$ cat config.mk
export PLATFORM = sky130hd
export DESIGN_NAME = vermicache_flat
export DESIGN_NICKNAME = d
export VERILOG_FILES = /design/src/rtl/vermitypes_pkg.sv /design/src/rtl/vermicache_pkg.sv /design/src/rtl/vermicache_if.sv /design/src/rtl/vermicache_store.sv /design/src/rtl/vermicache.sv /design/src/flat_wrapper.sv
export SDC_FILE = /design/constraint.sdc
export NUM_CORES = 2
export LEC_CHECK = 0
export ABC_AREA = 1
export CORE_MARGIN = 1.5
export CORE_UTILIZATION = 28
export CTS_CLUSTER_SIZE = 30
export DETAILED_ROUTE_END_ITERATION = 8
export RECOVER_POWER = 25
export SLEW_MARGIN = 20
export SYNTH_ARGS = -nofsm -noshare
export SYNTH_HDL_FRONTEND = slang
export SYNTH_SLANG_ARGS = --single-unit
export TNS_END_PERCENT = 30
$ cat constraint.sdc
create_clock -name clk -period 9.49 [get_ports clk]
set_input_delay 0.949 -clock clk [delete_from_list [all_inputs] [get_ports clk]]
set_output_delay 0.949 -clock clk [all_outputs]
set_load 0.02 [all_outputs]
$ cat src/rtl/vermitypes_pkg.sv
// Shared machine-word types for the Vermi core family.
package vermitypes_pkg;

  typedef logic [31:0] word_t;

endpackage

$ cat src/rtl/vermicache_pkg.sv
// Types and width helpers for the vermicache direct-mapped cache.
// The optional statistics counters are built in when VERMICACHE_STATS_EN is defined.
package vermicache_pkg;

  typedef vermitypes_pkg::word_t word_t;

  localparam int ADDR_W    = 32;
  localparam int MAX_TAG_W = ADDR_W - 2 - 1;  // widest tag, reached with LINES = 2

  typedef enum logic [1:0] {
    IDLE,
    FILL,
    WRITE,
    BYPASS
  } state_t;

  // One cache line as seen on the lookup port; tag is zero-extended to MAX_TAG_W.
  typedef struct packed {
    logic                 valid;
    logic [MAX_TAG_W-1:0] tag;
    word_t                data;
  } cache_line_t;

  function automatic int idx_w(input int lines);
    return $clog2(lines);
  endfunction

  function automatic int tag_w(input int lines);
    return ADDR_W - 2 - $clog2(lines);
  endfunction

endpackage

$ cat src/rtl/vermicache_if.sv
// Vermibus request/response bundle. The core side of the cache uses the slave
// modport, the memory side uses the master modport.
interface vermicache_if;
  import vermitypes_pkg::*;

  logic       valid;
  logic       ready;
  word_t      address;
  logic [3:0] wstrobe;
  word_t      wdata;
  word_t      rdata;
  logic       irq;

  modport master (
    output valid, address, wstrobe, wdata,
    input  ready, rdata, irq
  );

  modport slave (
    input  valid, address, wstrobe, wdata,
    output ready, rdata, irq
  );

endinterface

$ cat src/rtl/vermicache_store.sv
// Line storage for vermicache: valid bits, tags and data words.
// Asynchronous lookup read; synchronous fill, byte-merged store and global valid clear.
module vermicache_store
  import vermicache_pkg::*;
#(
  parameter  int LINES = 64,
  localparam int IDX_W = idx_w(LINES),
  localparam int TAG_W = tag_w(LINES)
) (
  input  logic              clk,
  input  logic              reset,
  input  logic [IDX_W-1:0]  rd_idx,
  output cache_line_t       rd_line,
  input  logic [IDX_W-1:0]  wr_idx,
  input  logic [TAG_W-1:0]  wr_tag,
  input  word_t             wr_data,
  input  logic [3:0]        st_strb,
  input  logic              fill_en,
  input  logic              st_en,
  input  logic              clr
);

  logic [LINES-1:0] valid_q;
  logic [TAG_W-1:0] tag_q  [LINES];
  word_t            data_q [LINES];

  // Valid bits: clear wipes everything, but a fill on the same edge keeps its own line.
  always_ff @(posedge clk) begin
    if (reset) begin
      valid_q <= '0;
    end else begin
      if (clr)     valid_q         <= '0;
      if (fill_en) valid_q[wr_idx] <= 1'b1;
    end
  end

  // Tag/data arrays: whole-line replace on fill, strobed byte merge on a store hit.
  always_ff @(posedge clk) begin
    if (fill_en) begin
      tag_q[wr_idx]  <= wr_tag;
      data_q[wr_idx] <= wr_data;
    end else if (st_en) begin
      for (int b = 0; b < 4; b++) begin
        if (st_strb[b]) data_q[wr_idx][8*b +: 8] <= wr_data[8*b +: 8];
      end
    end
  end

  // Lookup port: zero-extend the stored tag into the common line format.
  always_comb begin
    rd_line       = '0;
    rd_line.valid = valid_q[rd_idx];
    rd_line.tag   = MAX_TAG_W'(tag_q[rd_idx]);
    rd_line.data  = data_q[rd_idx];
  end

endmodule

$ cat src/rtl/vermicache.sv
// vermicache: direct-mapped, write-through, no-write-allocate, one-word-line cache
// between the core's Vermibus port (s) and memory (m). Read hits complete with zero
// wait states; misses, stores and uncached reads take one decision cycle plus the
// memory latency. Defining VERMICACHE_STATS_EN adds hit_count/miss_count outputs.
module vermicache
  import vermicache_pkg::*;
#(
  parameter  int          LINES         = 64,
  parameter  logic [31:0] UNCACHED_BASE = 32'h8000_0000,
  localparam int          IDX_W         = idx_w(LINES),
  localparam int          TAG_W         = tag_w(LINES)
) (
  input  logic          clk,
  input  logic          reset,
  vermicache_if.slave   s,
  vermicache_if.master  m,
  input  logic          invalidate
`ifdef VERMICACHE_STATS_EN
  ,
  output logic [31:0]   hit_count,
  output logic [31:0]   miss_count
`endif
);

  state_t      state_q, state_d;
  word_t       req_addr;
  logic [3:0]  req_strb;
  word_t       req_wdata;
  logic        req_en;

  word_t       lk_addr;
  logic [IDX_W-1:0] lk_idx;
  logic [TAG_W-1:0] lk_tag;
  logic        cacheable;
  logic        hit;
  cache_line_t line;

  logic        fill_en;
  logic        st_en;
  logic        hit_done;

  // In IDLE the live request is looked up; afterwards the latched one is.
  assign lk_addr   = (state_q == IDLE) ? s.address : req_addr;
  assign lk_idx    = lk_addr[2 +: IDX_W];
  assign lk_tag    = lk_addr[31 -: TAG_W];
  assign cacheable = (lk_addr < UNCACHED_BASE);
  assign hit       = line.valid && (line.tag == MAX_TAG_W'(lk_tag)) && cacheable;

  assign m.address = req_addr;
  assign m.wdata   = req_wdata;
  assign s.irq     = m.irq;

  vermicache_store #(.LINES(LINES)) u_store (
    .clk     (clk),
    .reset   (reset),
    .rd_idx  (lk_idx),
    .rd_line (line),
    .wr_idx  (lk_idx),
    .wr_tag  (lk_tag),
    .wr_data (fill_en ? m.rdata : req_wdata),
    .st_strb (req_strb),
    .fill_en (fill_en),
    .st_en   (st_en),
    .clr     (invalidate)
  );

  // FSM state register; reset abandons any memory access in flight.
  always_ff @(posedge clk) begin
    if (reset) state_q <= IDLE;
    else       state_q <= state_d;
  end

  // Request latch, loaded when IDLE hands a request to memory.
  always_ff @(posedge clk) begin
    if (req_en) begin
      req_addr  <= s.address;
      req_strb  <= s.wstrobe;
      req_wdata <= s.wdata;
    end
  end

  // Next state, handshake muxing and array write enables.
  always_comb begin
    state_d   = state_q;
    req_en    = 1'b0;
    s.ready   = 1'b0;
    s.rdata   = '0;
    m.valid   = 1'b0;
    m.wstrobe = '0;
    fill_en   = 1'b0;
    st_en     = 1'b0;
    hit_done  = 1'b0;
    case (state_q)
      IDLE: begin
        // invalidate blocks new requests for one cycle; the core simply retries.
        if (s.valid && !invalidate) begin
          if (s.wstrobe != 4'b0000) begin
            req_en  = 1'b1;
            state_d = WRITE;
          end else if (!cacheable) begin
            req_en  = 1'b1;
            state_d = BYPASS;
          end else if (hit) begin
            s.ready  = 1'b1;
            s.rdata  = line.data;
            hit_done = 1'b1;
          end else begin
            req_en  = 1'b1;
            state_d = FILL;
          end
        end
      end
      FILL: begin
        m.valid = 1'b1;
        s.ready = m.ready;
        s.rdata = m.rdata;
        if (m.ready) begin
          fill_en = 1'b1;
          state_d = IDLE;
        end
      end
      WRITE: begin
        m.valid   = 1'b1;
        m.wstrobe = req_strb;
        s.ready   = m.ready;
        s.rdata   = m.rdata;
        if (m.ready) begin
          st_en   = hit;
          state_d = IDLE;
        end
      end
      BYPASS: begin
        m.valid = 1'b1;
        s.ready = m.ready;
        s.rdata = m.rdata;
        if (m.ready) state_d = IDLE;
      end
      default: state_d = IDLE;
    endcase
  end

`ifdef VERMICACHE_STATS_EN
  // Hit/miss statistics, wrapping modulo 2^32.
  always_ff @(posedge clk) begin
    if (reset) begin
      hit_count  <= '0;
      miss_count <= '0;
    end else begin
      if (hit_done) hit_count  <= hit_count + 32'd1;
      if (fill_en)  miss_count <= miss_count + 32'd1;
    end
  end
`endif

endmodule
$ cat src/flat_wrapper.sv
// flat-port wrapper written by rule: the top's interface ports become plain ports
module vermicache_flat import vermicache_pkg::*;
#(
  parameter  int          LINES         = 64,
  parameter  logic [31:0] UNCACHED_BASE = 32'h8000_0000,
  localparam int          IDX_W         = idx_w(LINES),
  localparam int          TAG_W         = tag_w(LINES)
)
  (clk, reset, invalidate, s_valid, s_address, s_wstrobe, s_wdata, s_ready, s_rdata, s_irq, m_valid, m_address, m_wstrobe, m_wdata, m_ready, m_rdata, m_irq);
  vermicache_if s_i ();
  vermicache_if m_i ();
  input  logic clk;
  input  logic reset;
  input  logic invalidate;
  input wire logic [$bits(s_i.valid)-1:0] s_valid;
  input wire logic [$bits(s_i.address)-1:0] s_address;
  input wire logic [$bits(s_i.wstrobe)-1:0] s_wstrobe;
  input wire logic [$bits(s_i.wdata)-1:0] s_wdata;
  output wire logic [$bits(s_i.ready)-1:0] s_ready;
  output wire logic [$bits(s_i.rdata)-1:0] s_rdata;
  output wire logic [$bits(s_i.irq)-1:0] s_irq;
  output wire logic [$bits(m_i.valid)-1:0] m_valid;
  output wire logic [$bits(m_i.address)-1:0] m_address;
  output wire logic [$bits(m_i.wstrobe)-1:0] m_wstrobe;
  output wire logic [$bits(m_i.wdata)-1:0] m_wdata;
  input wire logic [$bits(m_i.ready)-1:0] m_ready;
  input wire logic [$bits(m_i.rdata)-1:0] m_rdata;
  input wire logic [$bits(m_i.irq)-1:0] m_irq;
  assign s_i.valid = s_valid;
  assign s_i.address = s_address;
  assign s_i.wstrobe = s_wstrobe;
  assign s_i.wdata = s_wdata;
  assign s_ready = s_i.ready;
  assign s_rdata = s_i.rdata;
  assign s_irq = s_i.irq;
  assign m_valid = m_i.valid;
  assign m_address = m_i.address;
  assign m_wstrobe = m_i.wstrobe;
  assign m_wdata = m_i.wdata;
  assign m_i.ready = m_ready;
  assign m_i.rdata = m_rdata;
  assign m_i.irq = m_irq;
  vermicache #(.LINES(LINES), .UNCACHED_BASE(UNCACHED_BASE)) u_core (.clk(clk), .reset(reset), .s(s_i), .m(m_i), .invalidate(invalidate));
endmodule
## Word-level counts from Yosys, hierarchy flattened

Memory sizes are Yosys's and may differ from the RTL's.
Cells that the tools add are included.
Widths: inputs -> output; s select.

- Bits in registers: 134
- Bits in writable memories: 3584
- Memories: 2

Memories:

| name | depth | width | read ports | clocked after memory_dff | write ports | line | source |
|---|---|---|---|---|---|---|---|
| u_core.u_store.data_q | 64 | 32 | 1 | 0 | 1 | vermicache_store.sv:25 | `word_t data_q [LINES];` |
| u_core.u_store.tag_q | 64 | 24 | 1 | 0 | 1 | vermicache_store.sv:24 | `logic [TAG_W-1:0] tag_q [LINES];` |

- $lt $le $gt $ge: 3
- Equality and inequality tests: 7
- Muxes and demuxes: 58
- Bitwise logic cells: 5
- Reduce and logical (&&, ||, !) cells: 9

Operators by type and width:

| cell | count |
|---|---|
| $mux 32 | 6 |
| $mux 64 | 3 |
| $or 64x64->64 | 1 |
| $pmux 32 s2 | 1 |
| $mux 1 | 34 |
| $lt 32x32->1 const B | 1 |
| $mux 8 | 4 |
| $eq 24x24->1 | 1 |
| $mux 2 | 5 |
| $lt 6x7->1 const B | 1 |
| $bmux 1 s6 | 1 |
| $demux 1 s6 | 1 |
| $ge 6x1->1 const B | 1 |
| $eq 2x2->1 const B | 2 |
| $logic_and 1x1->1 | 4 |
| $mux 4 | 1 |
| $ne 4x4->1 const B | 1 |
| $or 1x1->1 | 4 |
| $pmux 2 s2 | 1 |
| $reduce_bool 4->1 | 1 |
| $reduce_and 3->1 | 1 |
| $reduce_or 3->1 | 1 |
| $eq 2x1->1 const B | 1 |
| $logic_not 2->1 | 1 |
| 4 further kinds | 4 |

## Longest topological paths before layout

- Depth in word-level cells: 12
- Gate-level depth with buffers: 27
- Gate-level depth less buffers: 25

## Hierarchy

From an unflattened synthesis, not the netlist that was laid out.

- Cells, all modules: 13120
- Area, all modules: 152660.2 µm²

Modules (own cells, without submodules):

| module | instances | cells an instance | area each (µm²) | sequential area each (µm²) |
|---|---|---|---|---|
| vermicache_store | 1 | 12581 | 148547.5 | 108904.4 |
| vermicache | 1 | 539 | 4112.7 | 2082.0 |

## Worst setup path before layout

No wires, ideal clock.

- Path kind: in2reg
- From: input m_ready
- To: memory u_core.u_store.data_q[0][12] in the netlist's numbering, data pin
- Arrival time: 4.477 ns
- Data required time: 8.788 ns
- Setup slack: 4.311 ns
- Stages on the path: 5
- Path buffers: 3
- Path through: clkbuf_1 > nand3_1 > clkbuf_1 > clkbuf_1 > o21ai_0

- Cells in the longest elaborated chain, start to end: 4

RTL lines:

| what | line | source |
|---|---|---|
| start, declared | flat_wrapper.sv:26 | `input wire logic [$bits(m_i.ready)-1:0] m_ready;` |
| $mux 1 | vermicache.sv:117 | `if (m.ready) begin` |
| $mux 1 | vermicache.sv:93 | `case (state_q)` |
| $mux 32 | vermicache.sv:60 | `.wr_data (fill_en ? m.rdata : req_wdata),` |
| named net u_core.u_store.wr_data[12] | vermicache_store.sv:16 | `input word_t wr_data,` |
| $mux 8 (no source line) | -- |  |
| end, declared | vermicache_store.sv:25 |  |

The timed path passes the listed nets, and every way through them passes these cells.

## Worst setup path in the final report

- From: register u_core.state_q[1]
- To: output s_rdata[24]

- Cells in the longest elaborated chain, start to end: 11
- Elaborated cells on any way between the ends: 19
- Classes of those cells: order compare: 1; eq/ne: 4; mux: 8; reduce/logical: 4; memory: 2

RTL lines:

| what | line | source |
|---|---|---|
| start, declared | vermicache.sv:25 | `state_t state_q, state_d;` |
| start signal, assigned | vermicache.sv:70 | `else state_q <= state_d;` |
| $logic_not 2->1 | vermicache.sv:43, vermicache.sv:93 |  |
| $mux 32 | vermicache.sv:43 | `assign lk_addr = (state_q == IDLE) ? s.address : req_addr;` |
| $mem_v2 64x24 / $bmux 1 s6 (equally long branches) | -- |  |
| $eq 24x24->1 / $mux 1 (equally long branches) | vermicache.sv:47, vermicache_store.sv:52 |  |
| $logic_and 1x1->1 (2 in series) | vermicache.sv:47 | `assign hit = line.valid && (line.tag == MAX_TAG_W'(lk_tag)) && cacheable;` |
| $mux 32 | vermicache.sv:103 | `end else if (hit) begin` |
| $mux 32 | vermicache.sv:100 | `end else if (!cacheable) begin` |
| $mux 32 | vermicache.sv:97 | `if (s.wstrobe != 4'b0000) begin` |
| $mux 32 | vermicache.sv:96 | `if (s.valid && !invalidate) begin` |
| $pmux 32 s2 * | vermicache.sv:93 |  |
| end, declared | flat_wrapper.sv:20 | `output wire logic [$bits(s_i.rdata)-1:0] s_rdata;` |

Mark *: on every way between the ends. The rest lies on a longest branch, timed or not. The select of a mux whose other input is x is not followed.

==> results.json <==
{
  "status": "finished, violations left",
  "violations": "max-capacitance violations, max-slew violations",
  "vias_per_cell": 5.16,
  "cts_root_buf": "clkbuf_16",
  "crit_fanout": 111,
  "dp.cells": 16400,
  "die_w_um": 713,
  "start_util": 0.281,
  "worstPathArrival_ns": 8.06,
  "rows": 260,
  "drc": 0,
  "syn_to_final_growth_pct": 16.2,
  "grt_pass1_vias": 83000,
  "required_ns": 8.54,
  "synth_cell_types": 43,
  "yosysWarningCount": 0,
  "synth_flop_cell": "edfxtp_1",
  "wl_um": 453000,
  "grt_max_degree": 116,
  "worst_slew_pin_slew_ns": 3.41,
  "drt-initial-drc-count": 12000,
  "grt_antenna_before_repair": 17,
  "ir_worst_vdd_mv": 0.149,
  "synth_area_sq_um": 141000,
  "relSlewSlack": -1.27,
  "tns_ns": 0,
  "syn-num-nets": 9965,
  "wl_per_cell_um": 26.5,
  "vias": 88300,
  "clk_pin_slew_ns": 0.06,
  "gp_congestion": 0.852,
  "dpl.hpwl_um": 252000,
  "ctsHoldBuffers": 0,
  "multi_input_area_sq_um": 27400,
  "ys_seq_elements": 3718,
  "drive_gt1_frac": 0.0993,
  "ff_latch_area_sq_um": 111000,
  "drt_first_pass_iters": 8,
  "synth_edf_count": 3652,
  "worstHoldPathType": "reg -> reg",
  "cts.sinks": 3718,
  "syn_inst": 9859,
  "cts-resized-gates": 0,
  "io_pins": 209,
  "final-setup-viol-count": 0,
  "power.density_nw_per_um2": 217,
  "overflow": 0,
  "portBuffers": 206,
  "worstSetupEndpointType": "output port",
  "core_area_sq_um": 502000,
  "fin_skew_ns": 0.0989,
  "hold_viol_final": 0,
  "synth_top_area_share": 0.777,
  "max_freq_mhz": 111,
  "clkLatencyLatePin_ns": 1.02,
  "die_h_um": 713,
  "crit_path_start_kind": "flip-flop",
  "cap_violations": 27,
  "yosysTopAreaCell": "edfxtp_1",
  "nFillCells": 48700,
  "final_nets": 10200,
  "yosysSeqAreaShare": 0.787,
  "power.leakage_nw": 51.6,
  "post_cts_buffers": 0,
  "cts_tree": "built",
  "rsz0062_at_grt": "false",
  "async_flop_share": 0,
  "avgSynthCellArea_sq_um": 14.3,
  "dieArea_sq_um": 508000,
  "cts-htree-levels": 5,
  "finalNonFillerCells": 17100,
  "finalCriticalPeriod_ns": 9.01,
  "critPathKind": "reg -> out",
  "grt_pass1_wl_um": 632000,
  "cts_buffers": 382,
  "finalCritPeriodShare": 0.949,
  "grt.total_usage": 0.170,
  "drtAntennaViolNets": 0,
  "cts.path.max_buffers": 4,
  "synth_area_leaders": "edfxtp_1, nand2_1, o22ai_1, nand3_1, o41ai_1",
  "slew_viol_final": 1695
}
## cell families (layout without fill, tap and decap cells)
family,Yosys count,after routing,synth area share
flip-flops,3718,3718,0.787
AND/OR/NAND/NOR,3488,3488,0.105
AO/OA/AOI/OAI,1859,1859,0.0822
buffers and inverters,791,1344,0.0262
multiplexers,2,2,0.000142
XOR/XNOR,1,1,0.0000621
other,0,13,0
## layout make-up
cell class	instances	share of cell area
sequential	3718	0.677
timing repair buffer	495	0.0283
clock buffer	481	0.0614
clock inverter	213	0.0117
tap	6681	0.0510
inverter	155	0.00381
antenna	13	0.000198
multi-input combinational	5350	0.167
## power by group
part	switching [W]	internal, W	leakage (nW)
sequential	0.0000175	0.0182	33.3
clock	0.00650	0.00813	5.84
combinational	0.00207	0.000651	12.4
total	0.00859	0.0269	51.6
## synthesized netlist by cell type, types with 3 or more instances
master	n
a21oi_1	353
a22o_1	6
buf_1	67
buf_2	240
buf_4	53
buf_6	29
clkbuf_1	247
clkinv_1	3
dfxtp_1	66
edfxtp_1	3652
inv_1	145
inv_2	6
nand2_1	1993
nand2_2	8
nand3_1	679
nand4_1	196
nand4_4	4
nor2_1	516
nor3_1	8
nor3_2	8
o21ai_0	186
o21ai_1	44
o21ai_2	3
o221ai_1	13
o22a_1	13
o22ai_1	991
o31ai_1	7
o41ai_1	241
or2_2	58
or3_1	3
or4_1	4
## flip-flops by register name (all words and copies together), names as in the netlist
register / count
u_core.m.address: 32
u_core.m.wdata: 32
u_core.req_strb: 4
u_core.state_q: 2
u_core.u_store.data_q: 2048
u_core.u_store.tag_q: 1536
u_core.u_store.valid_q: 64
## cells in the final DEF, fill, tap and decap left out, types with 106 or more instances in the layout
cell,n
o41ai_1,239
a21oi_1,312
nand3_1,679
nand2_1,1959
inv_1,124
o21ai_0,184
edfxtp_1,3652
buf_4,227
nand4_1,196
nor2_1,451
o22ai_1,991
clkinv_1,106
clkbuf_1,112
clkbuf_16,385
dlygate4sd3_1,131
## layer usage
layer	GRT usage	part of all wire	vias to the layer above
met5	0.00170	0.00036	-
met4	0.0675	0.043	12
met3	0.0423	0.11	764
met2	0.259	0.44	4821
met1	0.234	0.40	44700
li1	-	-	38000
## worst max-delay path, cell delays in order (launching register included)
cell	delay, ns
dfxtp_1	0.49
inv_1	0.15
nand2_4	0.47
nand2_1	0.27
nand2_8	0.58
buf_4	0.49
buf_4	0.37
nand2_1	0.09
nand3_1	0.09
nand4_1	0.11
nand2_1	0.08
nand2_1	0.20
nor2_1	0.28
nand3_1	0.10
nand2_1	0.20
nand3_1	0.25
nor2_1	0.30
nand2_1	0.09
nor2_1	0.22
nand2_2	0.36
clkinv_4	0.21
nand3_2	0.08
buf_4	0.33
o21ai_0	0.30
clkdlybuf4s50_1	0.65
## final timing paths
kind	from	to	slack, ns	cells after the start
worst max-delay path	u_core.state_q[1]$_SDFFE_PP0P_	s_rdata[24]	0.48	24
worst min-delay path	u_core.u_store.valid_q[46]$_SDFF_PP0_	u_core.u_store.valid_q[46]$_SDFF_PP0_	0.49	2
worst max register to register	u_core.state_q[1]$_SDFFE_PP0P_	u_core.u_store.data_q[11][26]$_DFFE_PP_	1.77	23
worst min register to register	u_core.u_store.valid_q[46]$_SDFF_PP0_	u_core.u_store.valid_q[46]$_SDFF_PP0_	0.49	2
## through the flow
step | hold WS (ns) | worst slack, ns | power (W) | cell area, sq um | utilization
floorplan | 0.451 | 4.31 | 0.0200 | 141000 | -
global placement | 0.467 | 1.14 | 0.0212 | 152000 | 0.303
detailed placement | 0.475 | 1.14 | 0.0212 | 152000 | 0.303
CTS | 0.412 | 0.361 | 0.0357 | 164000 | 0.327
global route | 0.511 | 0.198 | 0.0365 | 164000 | 0.327
finish | 0.489 | 0.482 | 0.0355 | 164000 | 0.327
Note: power is estimated with default switching activity, not from simulation.
